==> src/rtl/synth_voice_scheduler.sv <==
// Eight-channel note scheduler: allocates incoming notes to free channels, counts
// their duration in sample ticks, and serialises note-on/note-off events round-robin.
module synth_voice_scheduler (
  input  logic        CLK,
  input  logic        Reset,
  input  logic        iTick,
  input  logic        iPause,
  input  logic        iNoteValid,
  input  logic [6:0]  iNotePitch,
  input  logic [6:0]  iNoteVolume,
  input  logic [3:0]  iNoteInst,
  input  logic [31:0] iNoteDuration,
  input  logic        iNoteMelody,
  output logic        oNoteReady,
  output logic        oEventValid,
  output logic        oEventOn,
  output logic [6:0]  oEventPitch,
  output logic [6:0]  oEventVolume,
  output logic [3:0]  oEventInst,
  input  logic        iEventReady,
  output logic [7:0]  oBusy,
  output logic        oMelodyBlock
);

  localparam int NCH = 8;

  logic [NCH-1:0]      w_occ;
  logic [NCH-1:0]      w_mel;
  logic [NCH-1:0]      w_onP;
  logic [NCH-1:0]      w_offP;
  logic [NCH-1:0]      w_pend;
  logic [NCH-1:0][6:0] w_pitch;
  logic [NCH-1:0][6:0] w_vol;
  logic [NCH-1:0][3:0] w_inst;

  logic       w_melBlock;
  logic       w_noteReady;
  logic       w_accept;
  logic       w_tickEn;
  logic       w_load;
  logic       w_grant;
  logic [2:0] w_allocIdx;
  logic [2:0] w_grantIdx;

  logic       r_evValid;
  logic       r_evOn;
  logic [6:0] r_evPitch;
  logic [6:0] r_evVol;
  logic [3:0] r_evInst;
  logic [2:0] r_rr;

  function automatic logic [31:0] sat_duration(input logic [31:0] d);
    sat_duration = (d == 32'd0) ? 32'd1 : d;
  endfunction

  function automatic logic [2:0] lowest_free(input logic [NCH-1:0] occ);
    lowest_free = 3'd0;
    for (int i = NCH - 1; i >= 0; i--) begin
      if (!occ[3'(i)]) lowest_free = 3'(i);
    end
  endfunction

  // Search starts just after the last grant; the last-granted channel is checked last.
  function automatic logic [2:0] rr_pick(input logic [NCH-1:0] pend, input logic [2:0] rr);
    logic [2:0] idx;
    rr_pick = rr;
    for (int k = NCH; k >= 1; k--) begin
      idx = rr + 3'(k);
      if (pend[idx]) rr_pick = idx;
    end
  endfunction

  assign w_melBlock  = |(w_occ & w_mel);
  assign w_noteReady = (~&w_occ) & ~w_melBlock;
  assign w_accept    = iNoteValid & w_noteReady;
  assign w_allocIdx  = lowest_free(w_occ);
  assign w_tickEn    = iTick & ~iPause;
  assign w_pend      = w_onP | w_offP;
  assign w_load      = ~r_evValid | iEventReady;
  assign w_grant     = w_load & (|w_pend);
  assign w_grantIdx  = rr_pick(w_pend, r_rr);

  // Channel state: allocation, duration countdown, grant side effects
  for (genvar c = 0; c < NCH; c++) begin : g_ch
    logic        r_occ;
    logic        r_mel;
    logic        r_onP;
    logic        r_offP;
    logic        r_run;
    logic [6:0]  r_pitch;
    logic [6:0]  r_vol;
    logic [3:0]  r_inst;
    logic [31:0] r_cnt;
    logic        w_alloc;
    logic        w_take;

    assign w_alloc = w_accept && (w_allocIdx == 3'(c));
    assign w_take  = w_grant && (w_grantIdx == 3'(c));

    // A freshly allocated channel is idle, so allocation never collides with a tick or grant.
    always_ff @(posedge CLK or posedge Reset) begin
      if (Reset) begin
        r_occ   <= 1'b0;
        r_mel   <= 1'b0;
        r_onP   <= 1'b0;
        r_offP  <= 1'b0;
        r_run   <= 1'b0;
        r_pitch <= '0;
        r_vol   <= '0;
        r_inst  <= '0;
        r_cnt   <= '0;
      end else if (w_alloc) begin
        r_occ   <= 1'b1;
        r_mel   <= iNoteMelody;
        r_onP   <= 1'b1;
        r_offP  <= 1'b0;
        r_run   <= 1'b0;
        r_pitch <= iNotePitch;
        r_vol   <= iNoteVolume;
        r_inst  <= iNoteInst;
        r_cnt   <= sat_duration(iNoteDuration);
      end else begin
        if (w_tickEn && r_run) begin
          if (r_cnt == 32'd1) begin
            r_cnt  <= 32'd0;
            r_run  <= 1'b0;
            r_offP <= 1'b1;
          end else begin
            r_cnt <= r_cnt - 32'd1;
          end
        end
        if (w_take) begin
          if (r_onP) begin
            r_onP <= 1'b0;
            r_run <= 1'b1;
          end else begin
            r_offP <= 1'b0;
            r_occ  <= 1'b0;
            r_mel  <= 1'b0;
          end
        end
      end
    end

    assign w_occ[c]   = r_occ;
    assign w_mel[c]   = r_mel;
    assign w_onP[c]   = r_onP;
    assign w_offP[c]  = r_offP;
    assign w_pitch[c] = r_pitch;
    assign w_vol[c]   = r_vol;
    assign w_inst[c]  = r_inst;
  end

  // Event output register: reloads only when empty or draining this cycle
  always_ff @(posedge CLK or posedge Reset) begin
    if (Reset) begin
      r_evValid <= 1'b0;
      r_evOn    <= 1'b0;
      r_evPitch <= '0;
      r_evVol   <= '0;
      r_evInst  <= '0;
      r_rr      <= 3'd0;
    end else if (w_grant) begin
      r_evValid <= 1'b1;
      r_evOn    <= w_onP[w_grantIdx];
      r_evPitch <= w_pitch[w_grantIdx];
      r_evVol   <= w_onP[w_grantIdx] ? w_vol[w_grantIdx] : 7'd0;
      r_evInst  <= w_inst[w_grantIdx];
      r_rr      <= w_grantIdx;
    end else if (w_load) begin
      r_evValid <= 1'b0;
    end
  end

  assign oNoteReady   = w_noteReady;
  assign oMelodyBlock = w_melBlock;
  assign oBusy        = w_occ;
  assign oEventValid  = r_evValid;
  assign oEventOn     = r_evOn;
  assign oEventPitch  = r_evPitch;
  assign oEventVolume = r_evVol;
  assign oEventInst   = r_evInst;

endmodule

==> config.mk <==
export PLATFORM = sky130hd
export DESIGN_NAME = synth_voice_scheduler
export DESIGN_NICKNAME = d
export VERILOG_FILES = /design/src/rtl/synth_voice_scheduler.sv
export SDC_FILE = /design/constraint.sdc
export NUM_CORES = 1
export LEC_CHECK = 0
export ABC_AREA = 1
export BUFFER_PORTS_ARGS = -buffer_cell sky130_fd_sc_hd__clkbuf_2
export CELL_PAD_IN_SITES_DETAIL_PLACEMENT = 1
export CELL_PAD_IN_SITES_GLOBAL_PLACEMENT = 1
export CORE_ASPECT_RATIO = 1.2
export CORE_MARGIN = 2
export CORE_UTILIZATION = 35
export CTS_CLUSTER_DIAMETER = 150
export DETAILED_ROUTE_END_ITERATION = 10
export GPL_ROUTABILITY_DRIVEN = 0
export PLACE_DENSITY_LB_ADDON = 0.25
export SETUP_SLACK_MARGIN = 0.02
export SYNTH_ARGS = -nofsm -noshare
export SYNTH_HDL_FRONTEND = slang
export SYNTH_SLANG_ARGS = --single-unit
==> constraint.sdc <==
create_clock -name CLK -period 21 [get_ports CLK]
set_input_delay 4.2 -clock CLK [delete_from_list [all_inputs] [get_ports CLK]]
set_output_delay 4.2 -clock CLK [all_outputs]
set_load 0.1 [all_outputs]
==> results.rst <==
.. list-table::
   :header-rows: 1

   * - Metric
     - Value
   * - Outcome
     - completed
   * - Category of the critical setup timing path
     - in -> reg
   * - RSZ-0062 raised after global routing
     - false
   * - NumNets Final
     - ~2000
   * - DRT iter0 DRCs
     - approximately 650
   * - Final standard cell utilization of the core
     - between 40 and 50%
   * - Most used standard cells in the synthesized netlist
     - sky130_fd_sc_hd__nand2_1, sky130_fd_sc_hd__dfrtp_1, sky130_fd_sc_hd__nor2_1
   * - CP max FO
     - 68
   * - Root buffer selected by CTS
     - sky130_fd_sc_hd__clkbuf_16
   * - Worst IR drop on VDD
     - 171 µV
   * - Cts-stage hold buffer count
     - 0
   * - Part of the power in the clock network
     - a little under a fifth
   * - Post-CTS clock slew at the launch and capture registers of the worst setup and hold paths
     - roughly 0.070 ns
   * - Number of flops mapped to enable cells by yosys
     - 0
   * - Die Area
     - 0.0413 mm²
   * - Final setup skew
     - roughly 0.014 ns
   * - Flop pwr share
     - 29.6%
   * - Number of global-route vias before repair
     - about 14000
   * - Initial antenna violation count
     - 0
   * - Final setup violation count
     - 0
   * - Worst-case clock buffer depth
     - 3
   * - Arrival time of data at the critical path endpoint
     - approximately 6.7 ns
   * - Post-synth top area share
     - a little over two fifths
   * - Instance count of the mapped netlist
     - between 1500 and 2000
   * - Detailed-router iteration count before antenna repair
     - 5
   * - Multiplexer area fraction after synthesis
     - 0%
   * - Syn Area/Cell
     - roughly 7.6 µm²
   * - Post-DRT Antenna Nets
     - 0
   * - Pins Over Slew Limit
     - 0
   * - Clock H-tree levels
     - 1
   * - Number of buffer cells added on primary ports
     - just over 80
   * - Ant diodes
     - 0
   * - Sequential share of the synthesized area
     - about 44%
   * - Compound-cell area share of the yosys netlist
     - ~15%
   * - Hold Path Class
     - reg -> reg
   * - Final Critical Period
     - ~6.2 ns
   * - Floorplan Core Area
     - 0.0389 mm²
   * - Max Clock Freq
     - approximately 160 MHz
   * - Internal power contribution
     - between 1 and 1.5 mW
   * - Mapped Area
     - between 0.01 and 0.015 mm²
   * - Per-cell routed wire length
     - between 15 and 20 µm
   * - Transition at the pin with the smallest max-transition slack
     - roughly 1.3 ns
   * - Net Sw Power
     - between 1.5 and 2 mW
   * - Part of the power in combinational logic
     - 51.7%
   * - Number of setup buffers added after CTS
     - 0
   * - Post-synthesis register bit count
     - roughly 240
   * - CP bufs+invs
     - 4
   * - Aggregate routed wire length
     - slightly below 50000 µm
   * - Remaining global-route overflow
     - 0
   * - Most frequent cell after synthesis
     - sky130_fd_sc_hd__nand2_1
   * - Cell at the slowest stage of the critical path
     - sky130_fd_sc_hd__buf_4
   * - First-pass GRT wire length
     - around 77000 µm
   * - Number of max-capacitance violations reported
     - 0
   * - Top flip-flop cell by instance count after synthesis
     - sky130_fd_sc_hd__dfrtp_1
   * - Post-detail-place hpwl
     - 32000 µm
   * - Ratio of final minimum period to clock period
     - ~30%
   * - Power per standard cell area
     - approximately 190 mW/mm²
   * - Largest cells by area after synthesis
     - sky130_fd_sc_hd__dfrtp_1, sky130_fd_sc_hd__nand2_1, sky130_fd_sc_hd__nor2_1, sky130_fd_sc_hd__inv_1, sky130_fd_sc_hd__o21ai_0
   * - Starting density of the core
     - 35.7%
   * - Overall via count from detail_route
     - between 10000 and 15000
   * - Library cells used by synthesis
     - ~50
   * - Cell type contributing the most total cell area after synthesis
     - sky130_fd_sc_hd__dfrtp_1
   * - Synthesis-to-finish area growth
     - 13.2%
   * - Dominant delay contributor by cell family on the critical path
     - buffers and inverters
   * - Simple-gate portion of the synthesized area
     - between 20 and 30%
   * - Number of CTS-inserted buffers
     - 29
   * - Max-Slew Margin vs Limit
     - between 10% and 20%
   * - Proportion of total power due to net switching
     - approximately 50%
   * - Clock sinks
     - ~240
   * - Top Ports
     - 87
   * - Reported leakage power
     - around 7.4 nW
   * - Average vias per placed instance
     - roughly 5.4
   * - Maximum single-stage delay on the critical path
     - 0.60 ns
   * - CTS tree
     - done
   * - Dominant combinational cell family by area after synthesis
     - simple AND/OR/NAND/NOR gates
   * - Fraction of final layout cells with drive strength greater than 1
     - between 10% and 20%
   * - Core Rows
     - about 80
   * - Ordered cell list for the critical path
     - clkbuf_2, nand2_1, nor2_1, nand3_2, buf_4, o21ai_0, buf_4, nor2_1, inv_1, a21oi_1, o21ai_0, o211ai_1
   * - Post-cts repair resize count
     - 0
   * - # fillers
     - about 4900
   * - Maximum number of pins on one net before global-route repair
     - 110
   * - Async S/R FF share, synth
     - between 90% and 100%
   * - Number of hold-slack violations in the final timing report
     - 0
   * - Die span in x
     - roughly 190 µm
   * - Die Ht
     - between 200 and 250 µm
   * - GRT Overall Usage
     - approximately a quarter
   * - Adder-cell share of the synthesized area
     - 0.901%
   * - Category of the worst setup path capture point
     - register
   * - Critical Path Start Type
     - input port
   * - Total of warnings raised by yosys
     - 0
   * - Xor and xnor area share after synthesis
     - around 3.2%
   * - Latest clock arrival within the worst-skew pair
     - 0.58 ns
   * - Setup TNS
     - 0 ns
   * - Required time at the endpoint of the critical path
     - 21.50 ns
   * - Number of design rule violations left after detail routing
     - 0
==> power groups by stage <==
| stage | Combinational (mW) | Clock [mW] | Sequential (mW) |
|---|---|---|---|
| global placement | 1.48 | 0 | 0.866 |
| CTS | 1.54 | 0.565 | 0.871 |
| floorplan | 1.12 | 0 | 0.931 |
| finish | 1.52 | 0.554 | 0.873 |
| detailed placement | 1.53 | 0 | 0.874 |
| global route | 1.72 | 0.583 | 0.905 |
==> worst reg2reg max path: stages, from the launching register on <==
cell	delay, ns
sky130_fd_sc_hd__dfrtp_1	0.55
sky130_fd_sc_hd__inv_4	0.11
sky130_fd_sc_hd__ha_1	0.41
sky130_fd_sc_hd__inv_1	0.13
sky130_fd_sc_hd__nand3_1	0.08
sky130_fd_sc_hd__nand2_1	0.13
sky130_fd_sc_hd__nand2_1	0.08
sky130_fd_sc_hd__nand2_1	0.07
sky130_fd_sc_hd__nand3_1	0.08
sky130_fd_sc_hd__nand3_1	0.07
sky130_fd_sc_hd__nand2_1	0.05
sky130_fd_sc_hd__nand2_1	0.07
sky130_fd_sc_hd__nand3_2	0.08
sky130_fd_sc_hd__nand3_4	0.16
sky130_fd_sc_hd__nand2_4	0.28
sky130_fd_sc_hd__inv_1	0.52
sky130_fd_sc_hd__nand2_1	0.41
sky130_fd_sc_hd__nand3_1	0.21
sky130_fd_sc_hd__nand2_1	0.07
==> routing by layer <==
layer / vias to the layer above / part of all wire [%] / global-route usage [%]
met2: 220 / 49 / 41.2
met4: 0 / 3.3 / 7.75
met3: 80 / 3.6 / 2.75
li1: 6222 / - / -
met1: 6593 / 44 / 30.1
met5: - / 0 / 0
==> cell families (layout without fill, tap and decap cells) <==
family,Yosys count,after routing
fa+ha+maj,10,10
buf+inv,281,349
flops,243,243
compound gates,344,344
simple gates,910,910
xor+xnor,51,51
other cells,1,4
==> placed cells by master (no fill, tap or decap), types with 7 or more instances in the layout <==
master	count
sky130_fd_sc_hd__o221ai_1	63
sky130_fd_sc_hd__nor2_2	8
sky130_fd_sc_hd__nand3_1	132
sky130_fd_sc_hd__a21oi_1	49
sky130_fd_sc_hd__clkbuf_8	9
sky130_fd_sc_hd__or2_2	13
sky130_fd_sc_hd__nor3_1	32
sky130_fd_sc_hd__o311ai_0	7
sky130_fd_sc_hd__nor4_1	17
sky130_fd_sc_hd__inv_2	7
sky130_fd_sc_hd__inv_1	188
sky130_fd_sc_hd__clkbuf_16	29
sky130_fd_sc_hd__o21ai_0	141
sky130_fd_sc_hd__nor2_1	197
sky130_fd_sc_hd__xnor2_1	17
sky130_fd_sc_hd__dfrtp_1	243
sky130_fd_sc_hd__o211ai_1	25
sky130_fd_sc_hd__nand2_1	460
sky130_fd_sc_hd__o22ai_1	12
sky130_fd_sc_hd__nand4_1	26
sky130_fd_sc_hd__o21ai_1	16
sky130_fd_sc_hd__buf_4	13
sky130_fd_sc_hd__ha_1	10
sky130_fd_sc_hd__clkbuf_2	82
sky130_fd_sc_hd__a31oi_1	10
sky130_fd_sc_hd__xor2_1	34
==> state kept, by name (all words and copies together) (netlist names), 4 cells and up <==
register and cells:
oEventPitch 7, g_ch.r_cnt 128, g_ch.r_inst 16, oEventInst 4, g_ch.r_occ 4, g_ch.r_offP 4, g_ch.r_vol 28, g_ch.r_pitch 28
g_ch.r_onP 4, g_ch.r_run 4, g_ch.r_mel 4, oEventVolume 7
==> final cells by class <==
class                           instances  area, µm²  share of cell area [%]
Clock buffer                           40        857                    5.45
Multi-Input combinational cell       1319       6690                    42.5
Sequential cell                       243       6080                    38.6
Timing Repair Buffer                   95        508                    3.23
Clock inverter                         14        181                    1.15
Inverter                              200        763                    4.85
Tap cell                              526        658                    4.18
==> through the flow <==
stage               power [mW]  area, µm²  hold WS [ns]  worst slack [ns]  cells
finish                    2.95      15700         0.483             14.77   2437
global route              3.21      15700         0.504             14.46   2437
CTS                       2.98      15700         0.489             14.71   2437
detailed placement        2.41      14700         0.465             14.10   2383
global placement          2.35      14700         0.463             14.11   2383
floorplan                 2.05      13900         0.453             10.13   1843
==> path summary, 6_finish.rpt <==
| check | depth (start not counted) | end | start | slack, ns |
|---|---|---|---|---|
| worst max-delay path | 12 | g_ch[2].r_cnt[30] | iNoteValid | 14.77 |
| worst min-delay path | 2 | g_ch[0].r_pitch[5] | g_ch[0].r_pitch[5] | 0.48 |
| worst max register to register | 18 | oEventVolume[1] | r_rr[0] | 17.33 |
| worst min register to register | 2 | g_ch[0].r_pitch[5] | g_ch[0].r_pitch[5] | 0.48 |
| max in group asynchronous | 4 | g_ch[2].r_cnt[7] | Reset | 14.87 |
| min in group asynchronous | 2 | oEventValid | Reset | 3.75 |
(Power assumes the default switching activity.)
